<file path="config.mk">
export PLATFORM = sky130hd
export DESIGN_NAME = bp_cce_fetch_ctrl
export DESIGN_NICKNAME = d
export VERILOG_FILES = /design/src/rtl/bp_cce_pkg.sv /design/src/rtl/bp_cce_fetch_next_pc.sv /design/src/rtl/bp_cce_fetch_ctrl.sv
export SDC_FILE = /design/constraint.sdc
export NUM_CORES = 1
export LEC_CHECK = 0
export BUFFER_PORTS_ARGS = -buffer_cell sky130_fd_sc_hd__buf_2
export CAP_MARGIN = 15
export CORE_ASPECT_RATIO = 1.5
export CORE_MARGIN = 2
export CORE_UTILIZATION = 51
export DETAILED_ROUTE_END_ITERATION = 12
export PLACE_DENSITY = 0.86
export SYNTH_ARGS = -nofsm -noshare
export SYNTH_HDL_FRONTEND = slang
export SYNTH_SLANG_ARGS = --single-unit
</file>
<file path="constraint.sdc">
create_clock -name clk_i -period 2.8 [get_ports clk_i]
set_input_delay 0.28 -clock clk_i [delete_from_list [all_inputs] [get_ports clk_i]]
set_output_delay 0.28 -clock clk_i [all_outputs]
set_load 0.02 [all_outputs]
</file>
<file path="src/rtl/bp_cce_pkg.sv">
// -----------------------------------------------------------------------------
// bp_cce_pkg
//   Shared types and constants for the CCE microcode fetch controller.
//   - bp_cce_fetch_state_e : fetch sequencer states (2-bit encoding)
//   - bp_cce_fetch_bubble_gp : bubbles inserted by a branch mispredict
// -----------------------------------------------------------------------------
package bp_cce_pkg;

  typedef enum logic [1:0] {
    e_fetch_reset = 2'd0,
    e_fetch_idle  = 2'd1,
    e_fetch_run   = 2'd2
  } bp_cce_fetch_state_e;

  // A redirect squashes exactly the one wrong-path instruction sitting at the
  // RAM output, so a mispredict costs a single bubble in execute.
  localparam int bp_cce_fetch_bubble_gp = 1;

endpackage : bp_cce_pkg

</file>
<file path="src/rtl/bp_cce_fetch_next_pc.sv">
// -----------------------------------------------------------------------------
// bp_cce_fetch_next_pc
//   Combinational next-PC selection for the CCE fetch sequencer.
//   Priority: redirect > hold > predicted-taken target > PC + 1 (modulo 2^W).
//
// Ports:
//   redirect_i     - branch unit redirect (mispredict) this cycle
//   redirect_pc_i  - resolved PC to redirect to
//   hold_i         - stall: re-read the current PC
//   cur_pc_i       - PC of the instruction at the RAM output
//   pred_taken_i   - static prediction says taken
//   target_i       - branch target of the current instruction
//   next_pc_o      - PC to present to the instruction RAM
// -----------------------------------------------------------------------------
module bp_cce_fetch_next_pc #(
  parameter int cce_pc_width_p = 8
) (
  input  logic                      redirect_i,
  input  logic [cce_pc_width_p-1:0] redirect_pc_i,
  input  logic                      hold_i,
  input  logic [cce_pc_width_p-1:0] cur_pc_i,
  input  logic                      pred_taken_i,
  input  logic [cce_pc_width_p-1:0] target_i,
  output logic [cce_pc_width_p-1:0] next_pc_o
);

  always_comb begin
    if (redirect_i) begin
      next_pc_o = redirect_pc_i;
    end else if (hold_i) begin
      next_pc_o = cur_pc_i;
    end else if (pred_taken_i) begin
      next_pc_o = target_i;
    end else begin
      // Width-limited add: the all-ones PC wraps to zero.
      next_pc_o = cur_pc_i + 1'b1;
    end
  end

endmodule : bp_cce_fetch_next_pc

</file>
<file path="src/rtl/bp_cce_fetch_ctrl.sv">
// -----------------------------------------------------------------------------
// bp_cce_fetch_ctrl
//   Fetch/PC sequencer for the CCE microcode engine. Owns the fetch PC, drives
//   the synchronous instruction RAM, applies static branch prediction and hands
//   PC / prediction / target to the execute stage. A mispredict from the branch
//   unit redirects fetch and squashes the wrong-path instruction.
//
// Configuration:
//   BP_CCE_FETCH_PREDICT_EN - when defined, branches with their predict bit set
//     are fetched down the taken path. When undefined every branch is predicted
//     not-taken, fetch_pred_taken_i is unused and ex_pred_taken_o is tied to 0.
//
// Ports:
//   clk_i, reset_i         - clock; synchronous active-high reset
//   start_i, boot_pc_i     - start pulse (idle only) and first PC to fetch
//   ram_v_o, ram_addr_o    - instruction RAM read enable / next address
//   fetch_branch_i, fetch_pred_taken_i, fetch_target_i
//                          - decode of the instruction at the RAM output
//   stall_i                - execute cannot accept an instruction
//   mispredict_i, resolved_pc_i
//                          - branch unit redirect for the execute instruction
//   ex_v_o, ex_pc_o, ex_pred_taken_o, ex_target_o
//                          - execute-stage instruction state
//   fetch_pc_o             - PC of the instruction at the RAM output
// -----------------------------------------------------------------------------
module bp_cce_fetch_ctrl
  import bp_cce_pkg::*;
#(
  parameter int cce_pc_width_p = 8
) (
  input  logic                      clk_i,
  input  logic                      reset_i,
  input  logic                      start_i,
  input  logic [cce_pc_width_p-1:0] boot_pc_i,
  output logic                      ram_v_o,
  output logic [cce_pc_width_p-1:0] ram_addr_o,
  input  logic                      fetch_branch_i,
  input  logic                      fetch_pred_taken_i,
  input  logic [cce_pc_width_p-1:0] fetch_target_i,
  input  logic                      stall_i,
  input  logic                      mispredict_i,
  input  logic [cce_pc_width_p-1:0] resolved_pc_i,
  output logic                      ex_v_o,
  output logic [cce_pc_width_p-1:0] ex_pc_o,
  output logic                      ex_pred_taken_o,
  output logic [cce_pc_width_p-1:0] ex_target_o,
  output logic [cce_pc_width_p-1:0] fetch_pc_o
);

  bp_cce_fetch_state_e       state_q, state_d;
  logic [cce_pc_width_p-1:0] fetch_pc_q, fetch_pc_d;
  logic                      ex_v_q, ex_v_d;
  logic [cce_pc_width_p-1:0] ex_pc_q, ex_pc_d;
  logic                      ex_pred_q, ex_pred_d;
  logic [cce_pc_width_p-1:0] ex_target_q, ex_target_d;

  logic                      pred;
  logic                      redirect;
  logic                      ram_v;
  logic [cce_pc_width_p-1:0] next_pc;

`ifdef BP_CCE_FETCH_PREDICT_EN
  assign pred            = fetch_branch_i & fetch_pred_taken_i;
  assign ex_pred_taken_o = ex_pred_q;
`else
  // Static not-taken: taken branches come back through the mispredict path.
  logic unused_pred;
  assign pred            = 1'b0;
  assign ex_pred_taken_o = 1'b0;
  assign unused_pred     = fetch_pred_taken_i ^ ex_pred_q ^ fetch_branch_i;
`endif

  // Mispredicts only count for a valid execute instruction that is actually
  // leaving execute; while stalled the branch unit's verdict is not final.
  assign redirect = mispredict_i & ex_v_q & ~stall_i;

  bp_cce_fetch_next_pc #(
    .cce_pc_width_p(cce_pc_width_p)
  ) next_pc_mux (
    .redirect_i   (redirect),
    .redirect_pc_i(resolved_pc_i),
    .hold_i       (stall_i),
    .cur_pc_i     (fetch_pc_q),
    .pred_taken_i (pred),
    .target_i     (fetch_target_i),
    .next_pc_o    (next_pc)
  );

  // NOTE: every signal written here gets a default first so no path through
  // the case statement leaves one unassigned (which would infer a latch).
  always_comb begin
    state_d     = state_q;
    fetch_pc_d  = fetch_pc_q;
    ex_v_d      = ex_v_q;
    ex_pc_d     = ex_pc_q;
    ex_pred_d   = ex_pred_q;
    ex_target_d = ex_target_q;
    ram_v       = 1'b0;
    ram_addr_o  = fetch_pc_q;

    unique case (state_q)
      e_fetch_reset: begin
        state_d = e_fetch_idle;
      end

      e_fetch_idle: begin
        ram_addr_o = boot_pc_i;
        if (start_i) begin
          ram_v      = 1'b1;
          fetch_pc_d = boot_pc_i;
          state_d    = e_fetch_run;
        end
      end

      e_fetch_run: begin
        // RAM data lags its address by a cycle, so the word at the output
        // always belongs to fetch_pc_q; next_pc becomes its successor.
        ram_v      = 1'b1;
        ram_addr_o = next_pc;
        fetch_pc_d = next_pc;
        if (redirect) begin
          ex_v_d = 1'b0;
        end else if (!stall_i) begin
          ex_v_d      = 1'b1;
          ex_pc_d     = fetch_pc_q;
          ex_pred_d   = pred;
          ex_target_d = fetch_target_i;
        end
      end

      default: begin
        state_d = e_fetch_reset;
      end
    endcase
  end

  // Reset overrides the RAM request in the cycle it is asserted as well.
  assign ram_v_o = ram_v & ~reset_i;

  // NOTE: state is updated with non-blocking assignments so every flop samples
  // the pre-edge values, independent of statement order.
  always_ff @(posedge clk_i) begin
    if (reset_i) begin
      state_q     <= e_fetch_reset;
      fetch_pc_q  <= '0;
      ex_v_q      <= 1'b0;
      ex_pc_q     <= '0;
      ex_pred_q   <= 1'b0;
      ex_target_q <= '0;
    end else begin
      state_q     <= state_d;
      fetch_pc_q  <= fetch_pc_d;
      ex_v_q      <= ex_v_d;
      ex_pc_q     <= ex_pc_d;
      ex_pred_q   <= ex_pred_d;
      ex_target_q <= ex_target_d;
    end
  end

  assign ex_v_o      = ex_v_q;
  assign ex_pc_o     = ex_pc_q;
  assign ex_target_o = ex_target_q;
  assign fetch_pc_o  = fetch_pc_q;

endmodule : bp_cce_fetch_ctrl

</file>
==> metrics.txt, run 1 <==
# clock sinks 27; vias 1,619; Rows 24; layout net count 295; critical path type reg -> out; synthesized area 1600 um^2; Hold Crit Depth 3; Post-synth top cells 47 x nand2_1, 28 x a21oi_1, 27 x dfxtp_1; Most used DFF post-synth dfxtp_1; pin count of the biggest net entering global routing 29; Max Clk Rate 426 MHz; Required @ worst endpoint 2.52 ns; DR iter-0 viols 52; Worst Setup End Kind output pin; Yosys reg bits 27; core area 2940 um^2; Final Non-Filler Cells 297; PwrDens 976 nW/um^2; n_diodes 0; top cell type by total area after synthesis dfxtp_1; drt total wl 3860 um; Ys Warns 0; final core occ 65.1%; area of the multi-input gates 958 um^2; share of the synthesized area in the top cell type 33.8%; post-CTS setup repair buffer count 0; htree depth 1; Post-CTS Hold Fix Bufs 0; Initial Util 54.3%; Setup violations, final 0; CP arrival 2.07 ns; Async SR Flop Fraction 0%; # fillers 286; sequential area share after synthesis 33.8%; TNS Setup 0 ns; top-level port count 66; CTS tree built; clk slew on worst S/H paths 0.09 ns; clk_lat worst skew 0.27 ns; initial antenna violation count 0; Synthesized Nets 244; count of cell types in the netlist 46; port buffer count 62; CP startpoint kind flop; worst slew pin tran 0.593 ns; R2R setup slack 0.84 ns; Die X 49.7 um; global-route wire length before repair 6280 um; Pre-antenna DRT Iters 4; worst setup path startpoint fetch_pc_o[0]; vias in the first global route 1,406; critical register-to-register path startpoint state_q[0]; Root Buffer clkbuf_8; gpl congestion 0.843; Reg-to-Reg End fetch_pc_o[3]; Routed Antenna Nets 0; Clock Tree Buf Depth 2; Area growth syn-to-layout 19.9%; layout cells sized above 1 29.8%; skew final 0.00528 ns; cells on worst reg2reg path 6; # placed instances 293; Final HPWL DP 2780 um; Total GRT Usage 21.9%; crit path to ram_addr_o[6]; Post-route DRC 0; CP max FO 11; gr ovfl total 0; Reg area 541 um^2; status complete, no violations; Num CTS Buffers 3; most common cell in the netlist nand2_1; crit share post-route 83.9%; Syn Area/Cell 7.69 um^2; Final Hold Viols 0; max cap viols 0; Wirelength per Cell 13.0 um; Max Slew Vio Count 0; cells after synthesis 208; maximum VDD drop 624 uV; max_slew headroom 60.5%; Tmin final 2.35 ns; die area 3610 um^2; number of flops mapped to enable cells by yosys 0; Post-CTS Resized 0; HP Class in -> reg; via/cell ratio 5.45; Leak 0.804 nW; RSZ-0062 raised after global routing false; height of the chip 72.6 um; Area contributors post-synth dfxtp_1 34%, nand2_1 11%, a21oi_1 8.8%
registers in the layout, summed over array words and instances, names as in the netlist:
signal / cells
ex_v_o: 1
fetch_pc_o: 8
ex_pc_o: 8
state_q: 2
ex_target_o: 8
layout make-up:
| type | count | area share, % |
|---|---|---|
| multi-input cells | 162 | 50.0 |
| repair buffers | 62 | 16.2 |
| clock buffers | 4 | 2.35 |
| well taps | 39 | 2.55 |
| inverters | 3 | 0.718 |
| flip-flops and latches | 27 | 28.2 |
power breakdown:
part	internal [W]	switching [W]	leakage (nW)
sequential	0.000462	0.000144	0.219
combinational	0.000374	0.000676	0.562
clock	0.000102	0.000114	0.0228
metal layers:
layer  global-route usage [%]  vias up  routed length, um
met5                        0        -                  0
met4                     8.95        0                 78
met3                     2.05        6                186
met2                     40.7       50               1950
met1                     25.3      730               1640
li1                         -      833                  -
metrics by stage:
step | power (W) | hold WS (ns) | instance area, um^2 | setup slack, ns
floorplan | 0.00140 | 0.416 | 1600 | 0.935
finish | 0.00187 | 0.239 | 1920 | 0.452
CTS | 0.00188 | 0.237 | 1920 | 0.444
detailed placement | 0.00167 | 0.444 | 1870 | 0.748
global placement | 0.00165 | 0.439 | 1870 | 0.781
global route | 0.00201 | 0.261 | 1920 | 0.337
logic make-up after synthesis:
kind of cell / synth area share (%)
buffers and inverters: 6.26
adder cells (fa/ha/maj): 3.91
AND/OR/NAND/NOR: 26.8
flip-flops: 33.8
AO/OA/AOI/OAI: 27.0
other: 0.235
XOR/XNOR: 1.10
multiplexers: 0.939
layout by cell type, fill, tap and decap left out, types with 2 or more instances in the layout:
cell and instances:
nor2b_1 2, o31a_1 2, a311oi_1 4, a21oi_1 28, o21a_1 2, or3_1 4
o311ai_1 2, nand4b_1 3, nand2b_1 4, buf_2 62, clkbuf_8 3, o21ai_0 6
a211oi_1 3, a31oi_1 7, inv_1 2, nor2_1 17, dfxtp_1 27, ha_1 5
nand2_1 47, xnor2_1 2, nor3_1 3
worst min path at each step:
stage                            from              to  slack, ns
finish              fetch_target_i[6]  ex_target_o[6]       0.24
global route        fetch_target_i[2]  ex_target_o[2]       0.26
CTS                 fetch_target_i[6]  ex_target_o[6]       0.24
detailed placement     ex_target_o[1]  ex_target_o[1]       0.44
global placement           ex_pc_o[3]      ex_pc_o[3]       0.44
floorplan           fetch_target_i[6]  ex_target_o[6]       0.42
worst max-delay path, cell delays in order, from the launching register on:
cell and delay (ns):
dfxtp_1 0.56, ha_1 0.24, nand2b_1 0.11, o21a_1 0.20, o311ai_1 0.37, a31oi_1 0.13, buf_2 0.19
(Power assumes the default switching activity.)
==> inputs of run 2 (changes only) <==
--- a/config.mk
+++ b/config.mk
@@ -9,9 +9,9 @@
 export CAP_MARGIN = 15
 export CORE_ASPECT_RATIO = 1.5
 export CORE_MARGIN = 2
-export CORE_UTILIZATION = 51
+export CORE_UTILIZATION = 43
 export DETAILED_ROUTE_END_ITERATION = 12
-export PLACE_DENSITY = 0.86
+export PLACE_DENSITY = 0.78
 export SYNTH_ARGS = -nofsm -noshare
 export SYNTH_HDL_FRONTEND = slang
 export SYNTH_SLANG_ARGS = --single-unit
==> constraint.sdc (replaced) <==
create_clock -name clk_i -period 2 [get_ports clk_i]
set_input_delay 0.2 -clock clk_i [delete_from_list [all_inputs] [get_ports clk_i]]
set_output_delay 0.2 -clock clk_i [all_outputs]
set_load 0.02 [all_outputs]
==> run 2 against run 1 <==
  * Via count rose by 4.1%
  * Utilization fell by 7.4 points
  * Combinational power rose by 71%
  * Hold slack got worse by 0.084 ns
  * Critical path type unchanged
  * First-iteration DRC count did not move
  * Clock-buffer cell count did not move
  * Cell count rose by 5.1%
  * Cell area rose by 8.9%
  * Clock power rose by 42%
  * Clock skew fell by 0.0038 ns
==> metrics.txt, run 2 (synthesis results as in run 1) <==
# placed instances 308 (+5.1%); CP Cell Sequence ha_1 > nand2b_4 > o21a_1 > o311ai_4 > a31oi_1 > buf_2; Rows 27 (+13%); Required @ worst endpoint 1.80 ns (-0.72 ns); global-route wire length before repair 6980 um (+11%); drt total wl 4250 um (+10%); CP max stage delay 0.34 ns (-0.22 ns); via/cell ratio 5.40 (-0.87%); gr ovfl total 0 (unchanged); RSZ-0062 raised after global routing false; clk slew on worst S/H paths 0.09 ns (about the same); Worst Hold End ex_target_o[2]; Worst Setup End Kind output pin; n_diodes 0 (unchanged); max cap viols 0 (unchanged); cells on worst reg2reg path 6 (unchanged); Hold Crit Depth 3 (unchanged); # fillers 342 (+20%); vias 1,686 (+4.1%); Setup violations, final 0 (unchanged); area of the multi-input gates 1010 um^2 (+5.7%); die area 4230 um^2 (+17%); TNS Setup 0 ns (unchanged); critical register-to-register path startpoint state_q[0]; HP Class in -> reg; Num CTS Buffers 3 (unchanged); Post-CTS Hold Fix Bufs 0 (unchanged); Initial Util 44.2% (-10 points); WP buf/inv 1 (unchanged); initial antenna violation count 0 (unchanged); Die X 53.8 um (+8.2%); DR iter-0 viols 52 (unchanged); gpl congestion 0.873 (+3.6%); CTS tree built; Max Clk Rate 531 MHz; status complete, no violations; skew final 0.00150 ns (-0.00378 ns); R2R setup slack 0.47 ns (-0.37 ns); Pre-antenna DRT Iters 4 (unchanged); Leak 0.871 nW (+8.4%); HP Start fetch_target_i[2]; commonest cells after routing, fill and taps aside 60 x buf_2, 47 x nand2_1, 28 x a21oi_1; Reg area 549 um^2 (+1.6%); Wirelength per Cell 13.6 um (+5.0%); layout cells sized above 1 38.3% (+8.4 points); core area 3610 um^2 (+23%); Reg-to-Reg End fetch_pc_o[3]; clk_lat worst skew 0.27 ns (about the same); final core occ 57.8% (-7.4 points); # clock sinks 27 (unchanged); Final Hold Viols 0 (unchanged); CP arrival 1.68 ns (-0.39 ns); Tmin final 1.88 ns; Post-route DRC 0 (unchanged); Routed Antenna Nets 0 (unchanged); layout net count 306 (+3.7%); crit share post-route 94.1%; Max Slew Vio Count 0 (unchanged); pin count of the biggest net entering global routing 20 (-31%); PwrDens 1380 nW/um^2 (+42%); port buffer count 62 (unchanged); maximum VDD drop 892 uV (+43%); Clock Tree Buf Depth 2 (unchanged); Total GRT Usage 21.6% (-0.35 points); worst setup path startpoint fetch_pc_o[0]; height of the chip 78.7 um (+8.4%); Crit-path slowest cell dfxtp_2; Root Buffer clkbuf_8; Final HPWL DP 3260 um (+17%); post-CTS setup repair buffer count 0 (unchanged); Top delay family on crit path compound AO/OA/AOI/OAI gates; most common cell after layout, fill and taps aside buf_2; htree depth 1 (unchanged); top-level port count 66 (unchanged); Area growth syn-to-layout 30.6%; vias in the first global route 1,573 (+12%); critical path type reg -> out; Final Non-Filler Cells 312 (+5.1%); CP startpoint kind flop; CP max FO 3 (-8)
==> run 2: cell count changes in the layout (fill, tap and decap cells not counted), sizes merged <==
| cell | previous run | this run |
|---|---|---|
| buf | 62 | 73 |
==> run 2: final cells by class <==
class	count	area share [%]
inverters	3	0.659
well taps	43	2.58
clock buffers	4	2.16
flip-flops and latches	27	26.3
multi-input cells	162	48.5
repair buffers	73	19.8
==> run 2: per-stage QoR <==
step / setup slack (ns) / area, um^2 / power, W / hold WS (ns)
detailed placement: 0.258 / 1960 / 0.00249 / 0.444
floorplan: 0.215 / 1600 / 0.00195 / 0.336
global route: 0.00430 / 2090 / 0.00312 / 0.157
global placement: 0.273 / 1960 / 0.00244 / 0.438
finish: 0.118 / 2090 / 0.00289 / 0.155
CTS: 0.0370 / 2020 / 0.00281 / 0.153
==> run 2: per-layer routing <==
layer	wire length, um	share of wire, %	vias up	GRT usage [%]
li1	-	-	852	-
met3	204	4.8	7	1.90
met5	0	0	-	0
met4	76	1.8	0	7.95
met1	1710	40	767	25.2
met2	2260	53	60	38.7
==> run 2: report_power, final <==
group          switching, W  leakage [nW]  internal (W)
sequential         0.000127         0.222      0.000660
clock              0.000163        0.0228      0.000143
combinational       0.00111         0.626      0.000689
==> run 2: worst max path at each step <==
stage               slack, ns             to  depth (start not counted)
detailed placement       0.26  ram_addr_o[4]                          7
global placement         0.27  ram_addr_o[6]                          5
global route            0.004  ram_addr_o[7]                          6
finish                   0.12  ram_addr_o[6]                          6
floorplan                0.21  ram_addr_o[0]                          6
CTS                      0.04  ram_addr_o[7]                          5
==> run 2: worst register-to-register path: stages, from the launching register on <==
cell and delay [ns]:
dfxtp_2 0.35, inv_2 0.08, ha_4 0.18, inv_4 0.08, o21ai_4 0.39, a21oi_1 0.13
a211oi_1 0.23
==> run 2: what timing repair did <==
item	CTS	global route
setup endpoints to repair	2	9
cloned	0	0
resized for setup	4	20
pin swaps	0	2
==> inputs of run 3 (changes only) <==
--- a/config.mk
+++ b/config.mk
@@ -7,10 +7,10 @@
 export LEC_CHECK = 0
 export BUFFER_PORTS_ARGS = -buffer_cell sky130_fd_sc_hd__buf_2
 export CAP_MARGIN = 15
-export CORE_ASPECT_RATIO = 1.5
 export CORE_MARGIN = 2
 export CORE_UTILIZATION = 43
 export DETAILED_ROUTE_END_ITERATION = 12
+export GPL_TIMING_DRIVEN = 0
 export PLACE_DENSITY = 0.78
 export SYNTH_ARGS = -nofsm -noshare
 export SYNTH_HDL_FRONTEND = slang
==> run 3 against run 2 <==
  * Non-clock buffer count up 3
  * Routed wire length up 1.3%
  * Clock power up 4%
  * Cell count up 2.6%
  * Critical path depth unchanged
  * Cell area unchanged
  * Sequential cell count unchanged
  * Die area down 0.24%
  * Critical endpoint unchanged
  * Largest power group unchanged
==> metrics.txt, run 3 (synthesis results as in run 1) <==
port buffer count 61 (-1.6%); dpl cell area 1960 um^2 (+0.26%); drt total wl 4310 um (+1.3%); Final Hold Viols 0 (unchanged); Flop pwr share 27.6% (+0.4 points); clk_lat worst skew 0.27 ns (about the same); max_slew headroom 65.2%; gr ovfl total 0 (unchanged); final instance area 2090 um^2 (unchanged); Routed Antenna Nets 0 (unchanged); Num CTS Buffers 3 (unchanged); # clock sinks 27 (unchanged); Post-route DRC 0 (unchanged); via/cell ratio 5.31 (-1.7%); n_diodes 0 (unchanged); layout cells sized above 1 37.1% (-1.2 points); Area growth syn-to-layout 30.6% (unchanged); top-level port count 66 (unchanged); Final Non-Filler Cells 320 (+2.6%); Max Slew Vio Count 0 (unchanged); Post-CTS Hold Fix Bufs 0 (unchanged); Setup violations, final 0 (unchanged); Gate power share 61.4% (-0.8 points); Rows 22 (-19%); Sw Ratio 49.1% (+0.76 points); R2R setup slack 0.38 ns (-0.09 ns); vias 1,699 (+0.77%); critical path type reg -> out; maximum VDD drop 601 uV (-33%); vias in the first global route 1,488 (-5.4%); CTS tree built; Leak 0.863 nW (-0.95%); Max Clk Rate 511 MHz (-3.7%); commonest cells after routing, fill and taps aside 62 x buf_2, 47 x nand2_1, 27 x a21oi_1; PwrDens 1390 nW/um^2 (+0.51%); RSZ-0062 raised after global routing true; Die X 65.0 um (+21%); Clock Power Share 11.0% (+0.4 points); htree depth 1 (unchanged); CP Cell Sequence ha_1 > nand2b_1 > o21a_1 > o311ai_2 > a31oi_1 > buf_2; global-route wire length before repair 6690 um (-4.0%); WP buf/inv 1 (unchanged); Root Buffer clkbuf_8; P_sw 0.00143 W (+2.1%); Initial Util 44.3% (+0.11 points); # placed instances 317 (+2.9%); initial antenna violation count 0 (unchanged); die area 4220 um^2 (-0.24%); status complete, no violations; skew final 0.00230 ns (+0.000802 ns); CP startpoint kind flop; CP max stage delay 0.36 ns (+0.02 ns); worst slew pin tran 0.522 ns; post-CTS setup repair buffer count 0 (unchanged); Required @ worst endpoint 1.80 ns (about the same); Top delay family on crit path compound AO/OA/AOI/OAI gates; clk slew on worst S/H paths 0.10 ns (about the same); gpl congestion 0.847 (-2.9%); pin count of the biggest net entering global routing 17 (-15%); CP arrival 1.76 ns (+0.08 ns); Wirelength per Cell 13.5 um (-1.2%); Total GRT Usage 20.0% (-1.6 points); layout net count 309 (+0.98%); HP Class in -> reg; most common cell after layout, fill and taps aside buf_2; Worst Setup End Kind output pin; Int Power 0.00148 W (-0.96%); Pre-antenna DRT Iters 4 (unchanged); Final HPWL DP 3110 um (-4.5%); height of the chip 65.0 um (-17%); Clock Tree Buf Depth 2 (unchanged); CP max FO 3 (unchanged); Tmin final 1.96 ns (+0.0733 ns); DR iter-0 viols 102 (+96%); Crit-path slowest cell dfxtp_1; crit share post-route 97.8% (+3.7 points); core area 3610 um^2 (-0.24%); max cap viols 0 (unchanged)
-- run 3: cell count changes in the layout (fill, tap and decap cells not counted), sizes merged --
cell / previous run / this run
clkinvlp: 0 / 1
clkbuf: 4 / 8
buf: 73 / 71
-- run 3: power by group through the flow --
stage	clock [W]	sequential, W	combinational (W)
after floorplan	0	0.000882	0.00107
after global placement	0	0.000796	0.00163
after detailed placement	0	0.000797	0.00165
after CTS	0.000327	0.000790	0.00168
after global routing	0.000344	0.000826	0.00195
final	0.000319	0.000801	0.00178
-- run 3: path summary, 6_finish.rpt --
| check | from | to | depth (start not counted) |
|---|---|---|---|
| worst max-delay path | fetch_pc_o[0] | ram_addr_o[6] | 6 |
| worst min-delay path | fetch_target_i[6] | ex_target_o[6] | 3 |
| worst max register to register | state_q[0] | fetch_pc_o[1] | 7 |
| worst min register to register | ex_target_o[6] | ex_target_o[6] | 2 |
-- run 3: through the flow --
| stage | power (W) | setup WS, ns | utilization (%) | TNS, ns | hold WS, ns |
|---|---|---|---|---|---|
| 2_1_floorplan | 0.00195 | 0.215 | - | 0 | 0.336 |
| 3_3_place_gp | 0.00242 | -0.0153 | 54.5 | -0.0153 | 0.439 |
| 3_5_place_dp | 0.00245 | -0.0309 | 54.5 | -0.0309 | 0.444 |
| 4_1_cts | 0.00280 | 0.00192 | 56.1 | 0 | 0.148 |
| 5_1_grt | 0.00312 | -0.0553 | 57.9 | -0.118 | 0.151 |
| 6_report | 0.00290 | 0.0444 | 57.9 | 0 | 0.154 |
-- run 3: worst register-to-register path: cells and delay by family (launching register included) --
| family | cells | cell delay [ns] |
|---|---|---|
| AO/OA/AOI/OAI | 2 | 0.48 |
| buffers and inverters | 3 | 0.42 |
| flip-flops | 1 | 0.35 |
| adder cells (fa/ha/maj) | 1 | 0.22 |
| AND/OR/NAND/NOR | 1 | 0.05 |
-- run 3: metal layers --
metal	vias to the layer above	share of wire (%)	track usage, %
met2	67	47	31.6
met5	-	0	0
met4	0	1.0	8.78
met3	4	6.7	2.60
met1	767	45	27.2
li1	861	-	-
-- run 3: area by class of cell --
cell class,count,area (um^2)
Fill cell,358,1520
Clock buffer,3,41.3
Buffer,15,100
Multi-Input combinational cell,162,1010
Inverter,3,13.8
Sequential cell,27,547
Clock inverter,1,7.51
Timing Repair Buffer,61,308
Tap cell,48,60.1
-- run 3: repair_timing --
action                     in CTS  in global routing
hold endpoints to repair        0                  0
setup endpoints to repair       8                  7
pin swaps                       0                  0
resized for setup               8                 19
